===== config.mk =====
export PLATFORM = sky130hd
export DESIGN_NAME = dmem_responder
export DESIGN_NICKNAME = d
export VERILOG_FILES = /design/src/rtl/mips_mem_pkg.sv /design/src/rtl/dmem_array.sv /design/src/rtl/dmem_responder.sv
export SDC_FILE = /design/constraint.sdc
export NUM_CORES = 2
export LEC_CHECK = 0
export ABC_AREA = 1
export BUFFER_PORTS_ARGS = -buffer_cell sky130_fd_sc_hd__clkbuf_2
export CAP_MARGIN = 10
export CORE_MARGIN = 10
export CORE_UTILIZATION = 50
export DETAILED_ROUTE_END_ITERATION = 8
export PLACE_DENSITY = 0.75
export SETUP_SLACK_MARGIN = 0.1
export SYNTH_ARGS = -nofsm -noshare
export SYNTH_HDL_FRONTEND = slang
export SYNTH_SLANG_ARGS = --single-unit

===== constraint.sdc =====
create_clock -name clk -period 6.92 [get_ports clk]
set_clock_uncertainty 0.05 [all_clocks]
set_input_delay 2.076 -clock clk [delete_from_list [all_inputs] [get_ports clk]]
set_output_delay 2.076 -clock clk [all_outputs]
set_load 0.1 [all_outputs]

===== src/rtl/mips_mem_pkg.sv =====
// Shared types and constants for the MIPS data-memory responder slice.
// No logic of its own; just the state encoding, request bundle and width helper.
// Imported by dmem_responder and dmem_array.
package mips_mem_pkg;

  // Responder FSM encoding
  typedef enum logic [1:0] {
    ST_IDLE = 2'd0,
    ST_WAIT = 2'd1,
    ST_RESP = 2'd2
  } dmem_state_e;

  localparam int BE_W   = 4;
  localparam int DATA_W = 32;
  localparam int ADDR_W = 32;

  // One captured load/store request
  typedef struct packed {
    logic              we;
    logic [ADDR_W-1:0] addr;
    logic [DATA_W-1:0] wdata;
    logic [BE_W-1:0]   be;
  } dmem_req_t;

  // Ceiling log2, used for the word-index and wait-counter widths
  function automatic int clog2(input int value);
    int w;
    int v;
    w = 0;
    v = value - 1;
    while (v > 0) begin
      w = w + 1;
      v = v >> 1;
    end
    return w;
  endfunction

endpackage


===== src/rtl/dmem_array.sv =====
// Purpose: single-port byte-enabled word array, synchronous write, combinational read.
// Latency: write lands on the rising edge, read data follows idx_i in the same cycle.
// Backpressure: none; the caller decides when we_i is asserted.
module dmem_array
  import mips_mem_pkg::*;
#(
  parameter int DEPTH_WORDS = 64,
  parameter int IDX_W       = clog2(DEPTH_WORDS)
) (
  input  logic              clk,
  input  logic              we_i,
  input  logic [IDX_W-1:0]  idx_i,
  input  logic [DATA_W-1:0] wdata_i,
  input  logic [BE_W-1:0]   be_i,
  output logic [DATA_W-1:0] rdata_o
);

  // Contents are deliberately not reset
  logic [DATA_W-1:0] mem_q [DEPTH_WORDS];

  // Write only the enabled byte lanes of the addressed word
  always_ff @(posedge clk) begin
    if (we_i) begin
      for (int i = 0; i < BE_W; i++) begin
        if (be_i[i]) begin
          mem_q[idx_i][8*i +: 8] <= wdata_i[8*i +: 8];
        end
      end
    end
  end

  assign rdata_o = mem_q[idx_i];

endmodule


===== src/rtl/dmem_responder.sv =====
// Purpose: data-memory responder; one load/store at a time with WAIT_CYCLES wait states.
// Latency: accepted in cycle N -> rsp_valid first high in cycle N+1+WAIT_CYCLES.
// Backpressure: rsp_ready=0 holds the response indefinitely; req_ready is low outside IDLE.
// Optional: define DMEM_MISALIGN_CHECK_EN to flag req_addr[1:0]!=0 as an error.
module dmem_responder
  import mips_mem_pkg::*;
#(
  parameter int DEPTH_WORDS = 64,
  parameter int WAIT_CYCLES = 2
) (
  input  logic        clk,
  input  logic        reset,
  input  logic        req_valid,
  output logic        req_ready,
  input  logic        req_we,
  input  logic [31:0] req_addr,
  input  logic [31:0] req_wdata,
  input  logic [3:0]  req_be,
  output logic        rsp_valid,
  input  logic        rsp_ready,
  output logic [31:0] rsp_rdata,
  output logic        rsp_err
);

  localparam int IDX_W = clog2(DEPTH_WORDS);
  // Counter runs 0..WAIT_CYCLES-1; keep at least one bit when there are no wait states
  localparam int CNT_W = (WAIT_CYCLES > 1) ? clog2(WAIT_CYCLES) : 1;
  localparam logic [CNT_W-1:0] CNT_LAST = CNT_W'((WAIT_CYCLES > 0) ? WAIT_CYCLES - 1 : 0);

  dmem_state_e       state_q;
  logic [CNT_W-1:0]  cnt_q;
  dmem_req_t         hold_q;
  logic              rsp_valid_q;
  logic [DATA_W-1:0] rsp_rdata_q;
  logic              rsp_err_q;

  logic              accept;
  logic              commit;
  dmem_req_t         acc;
  logic              out_of_range;
  logic              misalign;
  logic              acc_err;
  logic [IDX_W-1:0]  acc_idx;
  logic              wr_en;
  logic [DATA_W-1:0] rd_word;
  logic [DATA_W-1:0] rsp_word_d;

  // Held low during reset so the core never sees a spurious ready
  assign req_ready = (state_q == ST_IDLE) & ~reset;
  assign accept    = req_valid & req_ready;

  // Access decode: with no wait states the access uses the live request, otherwise the held copy
  always_comb begin
    acc = hold_q;
    if (state_q == ST_IDLE) begin
      acc = '{we: req_we, addr: req_addr, wdata: req_wdata, be: req_be};
    end
    commit = 1'b0;
    if (state_q == ST_IDLE && WAIT_CYCLES == 0) begin
      commit = accept;
    end else if (state_q == ST_WAIT) begin
      commit = (cnt_q == CNT_LAST);
    end
  end

  // Any address bit above the word-index field means the access misses the array
  assign out_of_range = (acc.addr >> (IDX_W + 2)) != 32'd0;

`ifdef DMEM_MISALIGN_CHECK_EN
  assign misalign = acc.addr[1:0] != 2'b00;
`else
  assign misalign = 1'b0;
`endif

  assign acc_err    = out_of_range | misalign;
  assign acc_idx    = acc.addr[IDX_W+1:2];
  assign wr_en      = commit & acc.we & ~acc_err;
  assign rsp_word_d = (acc.we | acc_err) ? '0 : rd_word;

  dmem_array #(
    .DEPTH_WORDS(DEPTH_WORDS),
    .IDX_W      (IDX_W)
  ) u_array (
    .clk    (clk),
    .we_i   (wr_en),
    .idx_i  (acc_idx),
    .wdata_i(acc.wdata),
    .be_i   (acc.be),
    .rdata_o(rd_word)
  );

  // Request/wait/response FSM with registered response outputs
  always_ff @(posedge clk or posedge reset) begin
    if (reset) begin
      state_q     <= ST_IDLE;
      cnt_q       <= '0;
      hold_q      <= '0;
      rsp_valid_q <= 1'b0;
      rsp_rdata_q <= '0;
      rsp_err_q   <= 1'b0;
    end else begin
      case (state_q)
        ST_IDLE: begin
          if (accept) begin
            hold_q <= acc;
            cnt_q  <= '0;
            if (commit) begin
              state_q     <= ST_RESP;
              rsp_valid_q <= 1'b1;
              rsp_rdata_q <= rsp_word_d;
              rsp_err_q   <= acc_err;
            end else begin
              state_q <= ST_WAIT;
            end
          end
        end
        ST_WAIT: begin
          if (commit) begin
            state_q     <= ST_RESP;
            cnt_q       <= '0;
            rsp_valid_q <= 1'b1;
            rsp_rdata_q <= rsp_word_d;
            rsp_err_q   <= acc_err;
          end else begin
            cnt_q <= cnt_q + CNT_W'(1);
          end
        end
        ST_RESP: begin
          if (rsp_ready) begin
            state_q     <= ST_IDLE;
            rsp_valid_q <= 1'b0;
            rsp_rdata_q <= '0;
            rsp_err_q   <= 1'b0;
          end
        end
        default: begin
          state_q <= ST_IDLE;
        end
      endcase
    end
  end

  assign rsp_valid = rsp_valid_q;
  assign rsp_rdata = rsp_rdata_q;
  assign rsp_err   = rsp_err_q;

endmodule


Word-level counts from Yosys, hierarchy flattened
Memories as Yosys holds them, arrays and structs flattened.
Index checks and enable logic that the tools add are counted.
{ "totals": {"reg_bits": 106, "ram_bits": 2048, "inputBits": 73, "out_inout_bits": 35, "wordCells": 65, "memories": 1} }
{ "mem_list": {"columns": ["memory", "depth", "word_bits", "rd", "rd_ports_with_merged_regs", "write_ports", "line_no", "source"], "rows": [
  ["u_array.mem_q", 64, 32, 1, 0, 1, "dmem_array.sv:19", "logic [DATA_W-1:0] mem_q [DEPTH_WORDS];"]
]} }
{ "classes": {"addsub": 1, "eq_ne": 5, "n_mux": 34, "n_bitwise": 7, "reduce_logical": 8} }
{ "op_table": {"columns": ["operator", "n"], "rows": [
  ["$mux 32", 4],
  ["$pmux 32 s3", 1],
  ["$mux 69", 1],
  ["$reduce_bool 32->1", 1],
  ["$mux 1", 20],
  ["$mux 2", 4],
  ["$ne 2x2->1 const B", 3],
  ["$pmux 1 s3", 2],
  ["$pmux 2 s3", 1],
  ["$reduce_and 3->1", 2],
  ["$and 1x1->1", 4],
  ["$reduce_and 2->1", 2],
  ["$reduce_bool 3->1", 1],
  ["$eq 2x1->1 const B", 1],
  ["$eq 2x2->1 const B", 1],
  ["$logic_not 2->1", 1],
  ["$not 1->1", 2],
  ["$pmux 1 s2", 1],
  ["$reduce_bool 2->1", 1],
  ["$add 1x1->1 const B", 1],
  ["$or 1x1->1", 1]
]} }

Longest topological paths before layout
{ "depth": {"ltp_word": 8, "mapped_depth": 18, "depth_no_buf": 15} }

Hierarchy
Synthesis repeated with hierarchy kept, for this count alone.
{ "unflattened": {"cells_unflattened": 9401, "area_unflattened_um2": 92367.3} }
{ "modules_own_cells": {"columns": ["module", "n_inst", "cells_per_inst", "area_per_inst_um2", "seq_area_each_um2"], "rows": [
  ["dmem_array", 1, 8691, 87059.7, 61499.0],
  ["dmem_responder", 1, 710, 5307.6, 2602.5]
]} }

Worst setup path after synthesis
No wires, ideal clock.
{ "synth_timing": {"path_kind": "input port to output port", "from": "in reset", "to": "out req_ready", "t_arrival_ns": 3.358, "required_time_ns": 4.794, "setup_slack_ns": 1.436, "stages": 1, "cell_sequence": "nor2_1"} }
{ "synth_between": {"elab_chain_cells": 2} }
{ "synth_rtl": {"columns": ["element", "line_no", "source"], "rows": [
  ["from (decl)", "dmem_responder.sv:12", "input logic reset,"],
  ["$not 1->1", "dmem_responder.sv:49", "assign req_ready = (state_q == ST_IDLE) & ~reset;"],
  ["$and 1x1->1", "dmem_responder.sv:49", null],
  ["to (decl)", "dmem_responder.sv:14", "output logic req_ready,"]
]} }
Every way passes these cells.

Worst setup path after layout
{ "layout_timing": {"from": "in req_addr[7]", "to": "mem u_array.mem_q[21][13] (enable)"} }
{ "layout_between": {"elab_chain_cells": 1} }
{ "layout_rtl": {"columns": ["element", "line_no", "source"], "rows": [
  ["from (decl)", "dmem_responder.sv:16", "input logic [31:0] req_addr,"],
  ["$mux 69", "dmem_responder.sv:55", "if (state_q == ST_IDLE) begin"],
  ["to (decl)", "dmem_array.sv:19", null]
]} }
Every way passes these cells.

==> impl_metrics.ini <==
[global_route]
antenna_found_initial = 15
grt.overflow.total = 0
grt_pass1_wl_mm = 362
grt_util_met2_pct = 38.0
grtUsageMet1_pct = 29.7
grt_max_degree = 247
grt_usage_pct = 24.0
gr-max-usage-layer = met2
grt_use_met3_pct = 6.28
grt_pass1_vias = 59200

[timing]
hold_viol = 0
fin_crit_sh_pct = 75.1
fin_hold_ws_ps = 433
worst_slew_pin_slew_ps = 1370
rsz0062_at_grt = no
setup_viol = 0
fin_crit_ps = 5200
fmax_mhz = 192
finalWorstSetupSlack_ps = 1720
relSlewSlack_pct = 8.66
maxSlewViolCount = 0
tns_ps = 0

[critical_path]
startpoint = req_addr[7]
critPathCaptureType = register
ff2ff_setup_slack_ps = 2040
crit_fanout = 14
critical_path.startpoint_type = input port
required_ps = 7330
cp.arrival_ps = 5610
r2r_cells = 10
path_class = input port to register
reg2reg_to = u_array.mem_q[19][8]
r2r_start = state_q[1]
cp-endpoint = u_array.mem_q[21][13]

[power]
ir_drop_mv = 0.680
p_leak_nw = 39.9
power_density_nw_per_um2 = 455

[cts]
cts_buffers = 199
root_buffer = clkbuf_16
cts_tree = yes
h-tree-depth = 4
hold_buffers = 0
cts_num_sinks = 2152
clk_pin_slew_ps = 60
cts_buffer_depth = 3
post_cts_resize_count = 0
clk_latency_ps = 850
post_cts_buffers = 0

[finish]
area.growth.synth_to_final_pct = 9.99
fin_util_pct = 55.4
nets = 8753
final_cell_mix = 3,648 x nand2_1, 2,048 x edfxtp_1, 859 x inv_1, 561 x nand3_1, 416 x nor2_1
final_common_cell = nand2_1
drive_above_1_share_pct = 6.35

[placed_design]
dp_hpwl_mm = 143
place_congestion = 0.878
place_ws_ps = 1180
portBuffers = 105

[synth]
synth_edf_count = 2048
syn_area_sq_um = 91200
syn_inst = 8727
synth_seq_area_share_pct = 70.3
synth_top_area_share_pct = 67.4
syn-num-nets = 8800
synth_area_leaders = edfxtp_1 67%, nand2_1 15%, inv_1 3.5%, nand3_1 3.1%, dfrtp_1 2.9%
ys_async_sr_fraction_pct = 4.83
ys_seq_elements = 2152
syn_avg_cell_area_sq_um = 10.5
ys_types = 35
synthFlopType = edfxtp_1
yosysTopAreaCell = edfxtp_1
yosysWarnings = 0

[route]
drc = 0
via_per_inst = 5.53
ant_nets = 0
wl_mm = 247
wire_per_inst_um = 22.0
dr.first_iter.drc_count = 8401
vias = 62000
first_pass_iters = 8

[job]
cap_violations = 0

[die]
die_w_um = 447
die_area_sq_um = 200000
ios = 108
initial_core_util_pct = 50.4
dieHeight_um = 447
rows = 156
core_sq_um = 181000

[min_path]
hp-class = register to register

[status]
status = complete, no violations
[power breakdown]
group          internal, mW  switching (mW)
Combinational          3.83            14.0
Clock                  6.14            4.82
Sequential             16.8          0.0866
[state kept, by name, summed over array words and instances (netlist names)]
signal         count
hold_q            67
rsp_err            1
rsp_rdata         32
state_q            2
u_array.mem_q   2048
cnt_q              1
rsp_valid          1
[metal layers]
layer | vias up | share of wire (%)
li1 | 28400 | -
met1 | 29500 | 36
met2 | 3431 | 46
met3 | 692 | 11
met4 | 26 | 6.6
met5 | - | 0.10
[worst max-delay path: stages]
cell and delay (ps):
clkbuf_2 90, or2_1 260, o21ai_4 180, inv_2 190
nor3_4 1010, nand2_1 800, nor2_1 960
[layout make-up]
cell class,instances,area (sq um)
Inverter,868,3260
Multi-Input combinational cell,5257,22100
Timing Repair Buffer,202,1450
Clock inverter,120,1210
Clock buffer,245,5250
Sequential cell,2152,64100
Tap cell,2370,2970
Fill cell,14500,80800
Antenna cell,6,15.0
[synthesized netlist by cell type (7+ instances only)]
master and n:
a21oi_1 38, and2_1 25, buf_1 41, buf_2 248
buf_4 7, buf_6 28, clkbuf_1 126, dfrtp_1 104
edfxtp_1 2048, inv_1 861, inv_2 7, nand2_1 3649
nand3_1 562, nand4_1 129, nor2_1 416, nor2_2 16
o21ai_0 374, o21ai_1 10
[worst min-delay path by stage]
stage | start | endpoint | slack (ps) | depth (start not counted)
2_1_floorplan | hold_q[60] | hold_q[60] | 400 | 2
3_3_place_gp | hold_q[60] | hold_q[60] | 410 | 2
3_5_place_dp | hold_q[54] | hold_q[54] | 420 | 2
4_1_cts | hold_q[54] | hold_q[54] | 430 | 2
5_1_grt | hold_q[54] | hold_q[54] | 460 | 2
6_report | hold_q[54] | hold_q[54] | 430 | 2
[kinds of logic (layout without fill, tap and decap cells)]
logic type,count (synthesis),count (layout),share of synthesized area [%]
AND/OR/NAND/NOR,4826,4826,21.3
flip-flops,2152,2152,70.3
buffers and inverters,1318,1435,6.02
AO/OA/AOI/OAI,429,429,2.40
multiplexers,2,2,0.0219
other,0,6,0
[per-stage QoR]
stage	instance area [sq um]	power, mW	cells
global route	100000	47.5	11200
detailed placement	93900	34.4	10800
CTS	100000	45.2	11200
floorplan	91200	28.3	8727
finish	100000	45.6	11200
global placement	93900	34.0	10800
No activity file was read; power rests on OpenSTA's default activity.
